$ cat config.mk
export PLATFORM = sky130hd
export DESIGN_NAME = hazard_unit
export DESIGN_NICKNAME = d
export VERILOG_FILES = /design/src/rtl/hazard_unit.sv
export SDC_FILE = /design/constraint.sdc
export NUM_CORES = 1
export LEC_CHECK = 0
export CAP_MARGIN = 10
export CELL_PAD_IN_SITES_DETAIL_PLACEMENT = 0
export CELL_PAD_IN_SITES_GLOBAL_PLACEMENT = 1
export CORE_ASPECT_RATIO = 0.8
export CORE_MARGIN = 1
export CORE_UTILIZATION = 26
export DETAILED_ROUTE_END_ITERATION = 6
export PLACE_DENSITY_LB_ADDON = 0.1
export SYNTH_ARGS = -nofsm -noshare
export SYNTH_HDL_FRONTEND = slang
export SYNTH_SLANG_ARGS = --single-unit
$ cat constraint.sdc
create_clock -name clk -period 2.02 [get_ports clk]
set_clock_uncertainty 0.05 [all_clocks]
set_input_delay 0.404 -clock clk [delete_from_list [all_inputs] [get_ports clk]]
set_output_delay 0.404 -clock clk [all_outputs]
set_load 0.05 [all_outputs]
$ cat src/rtl/hazard_unit.sv
// Hazard detection, forwarding selects and multi-cycle mul/div busy tracker.
// Optional stall counter output enabled by HAZARD_STALL_STATS_EN.
module hazard_unit #(
  parameter logic [4:0]  MUL_CODE   = 5'b01000,
  parameter logic [4:0]  DIV_CODE   = 5'b01001,
  parameter int unsigned MUL_CYCLES = 4,
  parameter int unsigned DIV_CYCLES = 32
) (
  input  logic       clk,
  input  logic       reset,
  input  logic [4:0] RsD,
  input  logic [4:0] RtD,
  input  logic [4:0] RsE,
  input  logic [4:0] RtE,
  input  logic [4:0] WriteRegE,
  input  logic [4:0] WriteRegM,
  input  logic [4:0] WriteRegW,
  input  logic       RegWriteE,
  input  logic       RegWriteM,
  input  logic       RegWriteW,
  input  logic       MemtoRegE,
  input  logic       MemtoRegM,
  input  logic       BranchD,
  input  logic       MulDivUseD,
  input  logic [4:0] ALUControlE,
  output logic       StallF,
  output logic       StallD,
  output logic       FlushE,
  output logic [1:0] ForwardAE,
  output logic [1:0] ForwardBE,
  output logic       ForwardAD,
  output logic       ForwardBD,
  output logic       MDBusy,
  output logic       MDDone
`ifdef HAZARD_STALL_STATS_EN
  ,
  output logic [31:0] StallCount
`endif
);

  localparam int unsigned MAX_CYCLES = (DIV_CYCLES > MUL_CYCLES) ? DIV_CYCLES : MUL_CYCLES;
  localparam int unsigned CW = (MAX_CYCLES > 1) ? $clog2(MAX_CYCLES) : 1;

  typedef enum logic {IDLE, BUSY} md_state_t;

  md_state_t        state_q, state_d;
  logic [CW-1:0]    cnt_q, cnt_d;
  logic             done_q, done_d;
  logic             lwstall, branchstall, mdstall, stall;

  always_comb begin
    ForwardAE = 2'b00;
    if (RsE != '0 && RegWriteM && RsE == WriteRegM)      ForwardAE = 2'b10;
    else if (RsE != '0 && RegWriteW && RsE == WriteRegW) ForwardAE = 2'b01;

    ForwardBE = 2'b00;
    if (RtE != '0 && RegWriteM && RtE == WriteRegM)      ForwardBE = 2'b10;
    else if (RtE != '0 && RegWriteW && RtE == WriteRegW) ForwardBE = 2'b01;

    ForwardAD = (RsD != '0) && RegWriteM && (RsD == WriteRegM);
    ForwardBD = (RtD != '0) && RegWriteM && (RtD == WriteRegM);
  end

  always_comb begin
    lwstall     = MemtoRegE && (RtE == RsD || RtE == RtD);
    branchstall = BranchD &&
                  ((RegWriteE && (WriteRegE == RsD || WriteRegE == RtD)) ||
                   (MemtoRegM && (WriteRegM == RsD || WriteRegM == RtD)));
    mdstall     = MDBusy && MulDivUseD;
    stall       = lwstall | branchstall | mdstall;
    StallF      = stall;
    StallD      = stall;
    FlushE      = stall;
  end

  // Start codes are only honoured from IDLE; a busy unit finishes its current op.
  always_comb begin
    state_d = state_q;
    cnt_d   = cnt_q;
    done_d  = 1'b0;
    unique case (state_q)
      IDLE: begin
        if (ALUControlE == MUL_CODE) begin
          state_d = BUSY;
          cnt_d   = CW'(MUL_CYCLES - 1);
        end else if (ALUControlE == DIV_CODE) begin
          state_d = BUSY;
          cnt_d   = CW'(DIV_CYCLES - 1);
        end
      end
      BUSY: begin
        if (cnt_q == '0) begin
          state_d = IDLE;
          done_d  = 1'b1;
        end else begin
          cnt_d = cnt_q - 1'b1;
        end
      end
      default: state_d = IDLE;
    endcase
  end

  always_ff @(posedge clk or negedge reset) begin
    if (!reset) begin
      state_q <= IDLE;
      cnt_q   <= '0;
      done_q  <= 1'b0;
    end else begin
      state_q <= state_d;
      cnt_q   <= cnt_d;
      done_q  <= done_d;
    end
  end

  assign MDBusy = (state_q == BUSY);
  assign MDDone = done_q;

`ifdef HAZARD_STALL_STATS_EN
  logic [31:0] stall_cnt_q, stall_cnt_d;

  always_comb begin
    stall_cnt_d = stall_cnt_q;
    if (stall) stall_cnt_d = stall_cnt_q + 32'd1;
  end

  always_ff @(posedge clk or negedge reset) begin
    if (!reset) stall_cnt_q <= '0;
    else        stall_cnt_q <= stall_cnt_d;
  end

  assign StallCount = stall_cnt_q;
`endif

endmodule

==> key figures <==
Floorplanning
  – Chip width: 73.47 um
  – Core Footprint: 3854 sq um
  – Initial Util: 27.56%
  – Row count: 20
  – Io pins: 60
  – DIE HEIGHT: 59.17 um
  – Die area: 4347 sq um

Detailed routing
  – Vias: 1206
  – Final WL: 3688 um
  – Routed len/inst: 13.81 um
  – DRC viols: 0
  – Antenna Nets Post-Route: 0
  – First-pass detailed-route iteration total: 4
  – DRT iter0 DRCs: 58
  – Via density: 4.517

Yosys
  – Mux cell area share after synthesis: 0%
  – Avg Cell Area, Syn: 8.171 sq um
  – Warnings from Yosys: 0
  – Cell taking the most area after synthesis: xnor2_1
  – Ys flop type: dfrtp_1
  – Top cell type's share of synthesized area: 23.09%
  – Synth Area in Compound Gates: 10.01%
  – Adder-cell share of the synthesized area: 2.356%
  – Post-synthesis sequential area ratio: 16.49%
  – Post-synth EDFFs: 0
  – Main combinational cell family by area after synthesis: XOR/XNOR gates
  – Cell variety after synth: 30
  – Synth area leaders: xnor2_1 23%, xor2_1 18%, dfrtp_1 16%
  – Most common cell in the netlist: xnor2_1
  – Syn Nets: 181
  – Asr flop ratio synth: 100.0%
  – Post-synthesis register bit count: 7
  – XOR/XNOR Fraction of Synth Area: 41.22%
  – Area share of and/or/nand/nor cells after synthesis: 23.20%
  – Synth Instances: 130
  – Synth top cells by count: 28 x xnor2_1, 22 x xor2_1, 7 x dfrtp_1, 7 x nand4_1
  – Syn Std Cell Area: 1062 sq um

Outcome
  – Status: finished with violations
  – Failing checks: negative setup slack

STA
  – RSZ-0062 raised after global routing: true
  – Tcrit/Tclk final: 105.5%
  – Final setup fails: 6
  – Tightest Pin Transition: 0.6067 ns
  – Slew margin rel.: 59.13%
  – Final Hold Fails: 0
  – Max Freq: 469.3 MHz
  – Setup ws final: -0.1107 ns
  – Setup TNS: -0.3122 ns
  – Slew Viols, Final: 0
  – Post-layout minimum cycle time: 2.131 ns

Layout
  – P&R area growth vs syn: 103.8%
  – Fillers: 356
  – Ant diodes: 0
  – Fin util: 56.17%
  – Final #Nets: 264
  – Layout cells sized above 1: 44.34%
  – Storage cell area: 175.2 sq um
  – Area of the multi-input gates: 1032 sq um

Setup path
  – Worst-path fanout max: 2
  – Worst endpoint data arrival time: 1.68 ns
  – WS Path Type: input port to primary output
  – Worst EP required: 1.57 ns
  – Type of destination of the critical path: primary output
  – Critical path launch point type: input port

Placed design
  – Placement Setup Slack: -0.5419 ns
  – Routability cong.: 0.7922
  – Port Buf Inserts: 59
  – Dpl hpwl: 2986 um

CTS
  – Sink Count: 7
  – CTS tree: built
  – CTS clock-pin slew for the worst setup and hold paths: 0.04 ns
  – Clk_lat worst skew: 0.23 ns
  – CTS Buf Count: 3
  – # H-tree levels: 1
  – Maximum root-to-sink buffer count: 2
  – Clock root buffer: clkbuf_8

Power
  – Pwr per Cell Area: 583.2 nW/um^2
  – Switch share: 43.45%
  – Internal: 0.7138 mW
  – Net switching power: 0.5485 mW
  – Leak: 0.9277 nW
  – Clock power frac: 15.9%
  – Logic gate share of total power: 61.8%
  – Sequential power share: 22.3%
  – Maximum vdd ir drop: 286.0 uV

Global route
  – Vias in the first global route: 1252
  – Routing usage on met3: 1.190%
  – First-pass GRT wire length: 5858 um
  – Top Usage Layer GRT: met2
  – Met1 GRT Util: 24.41%
  – Grt met2 use: 29.75%
  – GR Overflow Total: 0
  – GRT Total Usage: 17.56%
  – Largest net degree at the start of global routing: 11
  – Initial antenna violation count: 0

Run
  – Maxcap violations: 0

Hold path
  – Min-delay worst type: input port to asynchronous set/reset pin
[worst max-delay path: stages]
cell and delay (ns):
buf_6 0.09, or4_4 0.54, nor2_4 0.13, nor4_4 0.07, nor4_4 0.26, buf_12 0.18
[sequential cells by signal, summed over array words and instances (netlist names)]
| name | count |
|---|---|
| cnt_q | 5 |
| MDBusy | 1 |
| MDDone | 1 |
[cells in the final DEF (no fill, tap or decap), types with 5 or more instances in the layout]
cell type,instances
buf_4,25
xor2_1,18
xnor2_1,17
clkdlybuf4s50_1,14
buf_2,14
xnor2_2,11
buf_6,10
buf_12,9
dfrtp_1,7
nand4_1,7
a21oi_1,6
dlygate4sd2_1,6
inv_1,5
[logic make-up (layout without fill, tap and decap cells)]
group,Yosys count,after routing
simple gates,40,40
fa+ha+maj,2,2
compound gates,17,17
buf+inv,14,96
xor+xnor,50,50
flops,7,7
[metal layers]
| layer | wire (um) | up-vias |
|---|---|---|
| met5 | 0 | - |
| met4 | 0 | 0 |
| met3 | 111 | 0 |
| met2 | 1798 | 33 |
| met1 | 1779 | 559 |
| li1 | - | 614 |
[worst paths after layout]
check	cells past startpoint	slack, ns	start	end
min in group clk	1	0.48	cnt_q[0]	cnt_q[0]
min reg2reg	1	0.48	cnt_q[0]	cnt_q[0]
max	6	-0.11	RsE[4]	ForwardAE[0]
min	1	0.38	reset	cnt_q[3]
max in group asynchronous	1	1.30	reset	MDBusy
max reg2reg	6	0.33	cnt_q[0]	cnt_q[4]
[area by class of cell]
| cell class | instances | share of cell area [%] |
|---|---|---|
| Inverter | 5 | 0.8671 |
| Clock buffer | 4 | 2.081 |
| Timing Repair Buffer | 87 | 38.09 |
| Sequential cell | 7 | 8.092 |
| Multi-Input combinational cell | 109 | 47.69 |
| Tap cell | 55 | 3.179 |
[stage by stage]
step / total power, mW / cell area (sq um) / instances / hold slack [ns]
after floorplan: 0.7346 / 1177 / 130 / 0.05841
after global placement: 1.024 / 1992 / 258 / 0.4513
after detailed placement: 1.038 / 1992 / 258 / 0.4580
after CTS: 1.258 / 2126 / 267 / 0.4031
after global routing: 1.357 / 2165 / 267 / 0.4042
final: 1.262 / 2165 / 267 / 0.3850
[power by group through the flow]
stage / sequential (mW) / combinational (mW) / clock (mW)
finish: 0.281 / 0.781 / 0.201
global route: 0.294 / 0.845 / 0.218
CTS: 0.282 / 0.773 / 0.203
detailed placement: 0.282 / 0.757 / 0
global placement: 0.280 / 0.744 / 0
floorplan: 0.290 / 0.444 / 0
[what timing repair did]
action / CTS / global route
setup buffers: 5 / 1
gates cloned: 0 / 0
resized for setup: 122 / 27
pin swaps: 32 / 19
hold buffers: 0 / 0
setup endpoints to repair: 9 / 9
Power figures use the tool's default switching activity.
